[src/rtl/mode_switch_ctrl_pkg.sv]
// Shared types and defaults for the mode switch controller: FSM state encoding,
// default window lengths and the counter sizing rule.
package mode_switch_ctrl_pkg;

  typedef enum logic [2:0] {
    IDLE    = 3'd0,
    QUIESCE = 3'd1,
    SWITCH  = 3'd2,
    SETTLE  = 3'd3,
    ACK     = 3'd4
  } state_t;

  localparam int DEFAULT_HOLD_CYCLES   = 4;
  localparam int DEFAULT_SETTLE_CYCLES = 3;

  // Counters must hold the larger of the two windows without wrapping.
  function automatic int cnt_width(input int hold, input int settle);
    return $clog2(((hold > settle) ? hold : settle) + 1);
  endfunction

endpackage

[src/rtl/mode_switch_ctrl_sel_stable_cnt.sv]
// Registers sel and counts consecutive cycles in which it has not changed;
// the count saturates at SAT and restarts on any change or on clr.
module sel_stable_cnt
  import mode_switch_ctrl_pkg::*;
#(
  parameter int WIDTH = 3,
  parameter int SAT   = 4
) (
  input  logic             clk,
  input  logic             rst,
  input  logic             clr,
  input  logic             sel,
  output logic             stable,
  output logic [WIDTH-1:0] count
);

  localparam logic [WIDTH-1:0] SAT_VAL = WIDTH'(SAT);

  logic sel_q;

  assign stable = (sel == sel_q);

  always_ff @(posedge clk) begin
    if (rst) begin
      sel_q <= 1'b0;
      count <= '0;
    end else begin
      sel_q <= sel;
      if (clr || !stable) begin
        count <= '0;
      end else if (count != SAT_VAL) begin
        count <= count + WIDTH'(1);
      end
    end
  end

endmodule

[src/rtl/mode_switch_ctrl.sv]
// Arbitrates two mode-change requesters and sequences the select cell's mode pin,
// switching only after sel has been quiet and freezing sel while the new mode settles.
module mode_switch_ctrl
  import mode_switch_ctrl_pkg::*;
#(
  parameter int HOLD_CYCLES   = DEFAULT_HOLD_CYCLES,
  parameter int SETTLE_CYCLES = DEFAULT_SETTLE_CYCLES
) (
  input  logic       clk,
  input  logic       rst,
  input  logic [1:0] req,
  input  logic [1:0] req_mode,
  input  logic       sel,
  output logic       mode,
  output logic       sel_hold,
  output logic [1:0] ack,
  output logic       busy,
  output logic       err
);

  localparam int CNT_MAX = (HOLD_CYCLES > SETTLE_CYCLES) ? HOLD_CYCLES : SETTLE_CYCLES;
  localparam int CW      = cnt_width(HOLD_CYCLES, SETTLE_CYCLES);
  localparam logic [CW-1:0] HOLD_LAST   = CW'(HOLD_CYCLES - 1);
  localparam logic [CW-1:0] SETTLE_LAST = CW'(SETTLE_CYCLES - 1);

  state_t        state, state_nx;
  logic          g, g_nx;
  logic          t, t_nx;
  logic          lp;
  logic          clr_stable;
  logic          stable;
  logic [CW-1:0] stable_cnt;
  logic [CW-1:0] settle_cnt;

  sel_stable_cnt #(
    .WIDTH(CW),
    .SAT  (CNT_MAX)
  ) u_stable (
    .clk   (clk),
    .rst   (rst),
    .clr   (clr_stable),
    .sel   (sel),
    .stable(stable),
    .count (stable_cnt)
  );

  always_comb begin
    state_nx   = state;
    g_nx       = g;
    t_nx       = t;
    clr_stable = 1'b0;
    case (state)
      IDLE: begin
        if (|req) begin
          // The requester that was not served last wins whenever it is asking.
          g_nx = req[~lp] ? ~lp : lp;
          t_nx = req_mode[g_nx];
          if (t_nx == mode) begin
            state_nx = ACK;
          end else begin
            state_nx   = QUIESCE;
            clr_stable = 1'b1;
          end
        end
      end
      QUIESCE: if (stable && stable_cnt == HOLD_LAST) state_nx = SWITCH;
      SWITCH:  state_nx = SETTLE;
      SETTLE:  if (settle_cnt == SETTLE_LAST) state_nx = ACK;
      ACK:     state_nx = IDLE;
      default: state_nx = IDLE;
    endcase
  end

  // Outputs are registered from the next state so they line up with the state itself.
  always_ff @(posedge clk) begin
    if (rst) begin
      state      <= IDLE;
      g          <= 1'b0;
      t          <= 1'b0;
      lp         <= 1'b1;
      settle_cnt <= '0;
      mode       <= 1'b0;
      sel_hold   <= 1'b0;
      ack        <= 2'b00;
      busy       <= 1'b0;
      err        <= 1'b0;
    end else begin
      state    <= state_nx;
      g        <= g_nx;
      t        <= t_nx;
      sel_hold <= state_nx inside {QUIESCE, SWITCH, SETTLE};
      busy     <= (state_nx != IDLE);
      ack      <= (state_nx == ACK) ? (g_nx ? 2'b10 : 2'b01) : 2'b00;
      if (state == ACK) lp <= g;
      if (state == SWITCH) begin
        mode       <= t;
        settle_cnt <= '0;
      end else if (state == SETTLE && settle_cnt != SETTLE_LAST) begin
        settle_cnt <= settle_cnt + CW'(1);
      end
      if (state == SETTLE && !stable) err <= 1'b1;
    end
  end

endmodule

[config.mk]
export PLATFORM = sky130hd
export DESIGN_NAME = mode_switch_ctrl
export DESIGN_NICKNAME = d
export VERILOG_FILES = /design/src/rtl/mode_switch_ctrl_pkg.sv /design/src/rtl/mode_switch_ctrl_sel_stable_cnt.sv /design/src/rtl/mode_switch_ctrl.sv
export SDC_FILE = /design/constraint.sdc
export NUM_CORES = 1
export LEC_CHECK = 0
export BUFFER_PORTS_ARGS = -buffer_cell sky130_fd_sc_hd__buf_2
export CORE_UTILIZATION = 49
export DETAILED_ROUTE_END_ITERATION = 6
export GPL_TIMING_DRIVEN = 1
export PLACE_DENSITY = 0.72
export SYNTH_ARGS = -nofsm -noshare
export SYNTH_HDL_FRONTEND = slang
export SYNTH_SLANG_ARGS = --single-unit
export TNS_END_PERCENT = 10
[constraint.sdc]
create_clock -name clk -period 1.3 [get_ports clk]
set_input_delay 0.26 -clock clk [delete_from_list [all_inputs] [get_ports clk]]
set_output_delay 0.26 -clock clk [all_outputs]
set_load 0.01 [all_outputs]
==> impl_metrics.toml <==
[outcome]
run_status = "complete, but fails checks"
violations_in_the_final_reports = "negative setup slack"

[floorplan]
area_of_the_core_um2 = 1800
die_area_um2 = 2180
fp.dieH_um = 46.7
initial_utilization_pct = 54.4
num_rows = 15
die_width_um = 46.7
num_io_pins = 13

[synthesis]
sequential_area_share_after_synthesis_pct = 38.8
count_of_flip_flops_with_a_built_in_enable_after_synthesis = 0
synth.cells.most_frequent = "sky130_fd_sc_hd__dfxtp_1 (19), sky130_fd_sc_hd__nor2_1 (10), sky130_fd_sc_hd__inv_1 (8)"
synth.most_common_cell = "sky130_fd_sc_hd__dfxtp_1"
syn_inst = 102
postSynthNetCount = 114
yosysTopAreaCell = "sky130_fd_sc_hd__dfxtp_1"
yosys_warnings = 0
synth-main-ff-cell = "sky130_fd_sc_hd__dfxtp_1"
fraction_of_registers_with_async_set_or_reset_after_synthesis_pct = 0
synth-seq-cells = 19
ys_types = 39
biggest_area_contributors_in_the_synthesized_netlist = "sky130_fd_sc_hd__dfxtp_1 (39%), sky130_fd_sc_hd__ha_1 (6.4%), sky130_fd_sc_hd__and2b_2 (4.5%), sky130_fd_sc_hd__nor2_1 (3.8%), sky130_fd_sc_hd__a211oi_1 (3.1%)"
postSynthAreaPerCell_um2 = 9.62
synth_area_um2 = 981
synth.top_cell.area_share_pct = 38.8

[sta]
finalSetupTns_ns = -0.321
unrepaired_setup_endpoints_after_global_routing = "true"
final-hold-violation-count = 0
worst_slack_ns = -0.0670
tightest_slew_ns = 0.369
final-setup-viol-count = 8
period_share_pct = 105
finClkSkew_ns = 0.00199
post-route-min-period_ns = 1.37
report.final.slew_viol_count = 0
worst_slew_margin_rel_pct = 75.3
whs_ns = 0.229
achievable-frequency_mhz = 732

[drt]
route.vias.total = 805
drc = 0
drt.antenna.violating_nets = 0
vias_per_cell = 5.33
detail_route.wirelength_um = 1970
final_routed_wire_length_divided_by_cell_count_um = 13.1
drt_first_pass_iters = 3
number_of_violations_reported_at_the_end_of_detailed_routing_iteration_0 = 8

[final_layout]
final_layout_size_suffix_gt1_share_pct = 43.7
n_fill_cell = 149
multiInputGateArea_um2 = 622
antenna_cells_inserted = 0
area.growth.synth_to_final_pct = 27.2
ff_latch_area_um2 = 388
fin_nets = 139
fin_util_pct = 69.2
stdcell_count = 151

[place]
dp_cells = 146
port_buffers = 12
place_hpwl_um = 1430
gp_congestion = 0.836

[pwr]
max-vdd-ir-drop_v = 0.000765
power.switching_fraction_pct = 28.5
clock_power_share_pct = 23.5
powerDensity_nw_per_um2 = 988
power.share.sequential_pct = 53.4
int_power_mw = 0.882
power_mw = 1.23
p_leak_nw = 0.505
power_frac_comb_pct = 23.1
power_dissipated_by_switching_net_loads_mw = 0.351

[grt]
pin_count_of_the_biggest_net_entering_global_routing = 12
via_count_of_the_first_global_routing_pass = 749
grt_use_total_pct = 20.0
grt-ovfl-total = 0
first_pass_grt_wire_length_um = 3120
antenna_found_initial = 0

[worst_hold_path]
path_type_of_the_worst_min_delay_path = "in2reg"
worstHoldPathCells = 2

[setup_path]
cp_data_arrival_time_ns = 1.58
r2r_slack_ns = -0.07
critPathMaxFanout = 3
reg2regPathDepth = 6
timing.critical_path.to_type = "register"
crit_type = "reg2reg"
worst_ep_required_time_ns = 1.51
crit_path_start_kind = "register"

[run]
drv_cap = 0

[clock_tree]
cts-htree-levels = 1
tritoncts_clock_tree = "done"
clk_pin_slew_ns = 0.10
clock_tree.root_cell = "sky130_fd_sc_hd__clkbuf_4"
tritoncts_buffer_count = 3
cts_hold_repair.buffers = 0
cts.sinks = 19
clockBufferDepth = 2
worstSkewPairLatency_ns = 0.29
power by group through the flow:
| stage | clock network (mW) | registers (mW) | logic, mW |
|---|---|---|---|
| floorplan | 0 | 0.662 | 0.178 |
| global placement | 0 | 0.666 | 0.248 |
| detailed placement | 0 | 0.668 | 0.256 |
| CTS | 0.305 | 0.657 | 0.283 |
| global route | 0.327 | 0.662 | 0.309 |
| finish | 0.290 | 0.658 | 0.285 |
metal layers:
metal / GRT usage (%) / wire length [µm] / up-vias / share of wire [%]
li1: - / - / 415 / -
met1: 22.6 / 885 / 374 / 45
met2: 36.7 / 1030 / 14 / 52
met3: 6.54 / 54 / 2 / 2.7
met4: 4.00 / 8 / 0 / 0.41
met5: 0 / 0 / - / 0
stage by stage:
step	instance area (µm²)	setup WS, ns
5_1_grt	1250	-0.132
6_report	1250	-0.0670
3_3_place_gp	1130	-0.0638
3_5_place_dp	1130	-0.119
4_1_cts	1240	-0.0532
2_1_floorplan	987	-0.0210
worst paths after layout:
path                                                 start           endpoint
worst max-delay path            settle_cnt[0]$_SDFFE_PP0P_  ack[1]$_SDFF_PP0_
worst min-delay path                                   rst       g$_SDFF_PP0_
worst max register to register  settle_cnt[0]$_SDFFE_PP0P_  ack[1]$_SDFF_PP0_
worst min register to register              t$_SDFFE_PP0P_  mode$_SDFFE_PP0P_
layout by cell type, fill, tap and decap left out, types with 2 or more instances in the layout:
master | synthesis | final
sky130_fd_sc_hd__nand2_1 | 4 | 3
sky130_fd_sc_hd__o21ai_0 | 3 | 3
sky130_fd_sc_hd__o32ai_2 | 0 | 2
sky130_fd_sc_hd__nand2b_1 | 3 | 3
sky130_fd_sc_hd__dfxtp_2 | 0 | 6
sky130_fd_sc_hd__a21oi_1 | 3 | 3
sky130_fd_sc_hd__buf_2 | 0 | 12
sky130_fd_sc_hd__nor3_1 | 2 | 2
sky130_fd_sc_hd__a2111oi_2 | 1 | 2
sky130_fd_sc_hd__ha_1 | 5 | 4
sky130_fd_sc_hd__nor4_1 | 3 | 2
sky130_fd_sc_hd__clkbuf_4 | 0 | 3
sky130_fd_sc_hd__buf_4 | 0 | 12
sky130_fd_sc_hd__xnor2_1 | 2 | 2
sky130_fd_sc_hd__and2b_2 | 5 | 5
sky130_fd_sc_hd__mux2i_1 | 2 | 2
sky130_fd_sc_hd__inv_1 | 8 | 7
sky130_fd_sc_hd__nor2_1 | 10 | 10
sky130_fd_sc_hd__dfxtp_1 | 19 | 13
sky130_fd_sc_hd__and2b_1 | 2 | 2
sky130_fd_sc_hd__a211oi_1 | 4 | 3
sky130_fd_sc_hd__nor4_4 | 1 | 2
worst max-delay path, cell delays in order (launching register included):
cell                      delay [ns]
sky130_fd_sc_hd__dfxtp_2        0.34
sky130_fd_sc_hd__inv_2          0.06
sky130_fd_sc_hd__ha_4           0.12
sky130_fd_sc_hd__and2b_2        0.21
sky130_fd_sc_hd__nand3_2        0.10
sky130_fd_sc_hd__or3_4          0.39
sky130_fd_sc_hd__o32ai_2        0.09
final cells by class:
type / count / share of cell area (%)
Multi-Input combinational cell: 71 / 49.8
Sequential cell: 19 / 31.1
Timing Repair Buffer: 24 / 12.0
Tap cell: 25 / 2.51
Inverter: 8 / 2.41
Clock buffer: 4 / 2.11
cell families after synthesis:
| kind of cell | Yosys count | synth area share [%] |
|---|---|---|
| fa+ha+maj | 5 | 6.38 |
| buf+inv | 12 | 6.25 |
| simple gates | 37 | 23.0 |
| mux | 2 | 2.04 |
| xor+xnor | 3 | 2.68 |
| flops | 19 | 38.8 |
| compound gates | 24 | 20.9 |
sequential cells by signal (all words and copies together) (netlist names), 2 cells and up:
signal / flops
settle_cnt: 3
u_stable.count: 3
state: 3
ack: 2
what timing repair did:
action | 4_1_cts | 5_1_grt
setup endpoints to repair | 10 | 14
pin swaps | 5 | 0
buffers inserted | 1 | 0
gates resized for setup | 18 | 2
cloned | 0 | 0
Note: power is estimated with default switching activity, not from simulation.
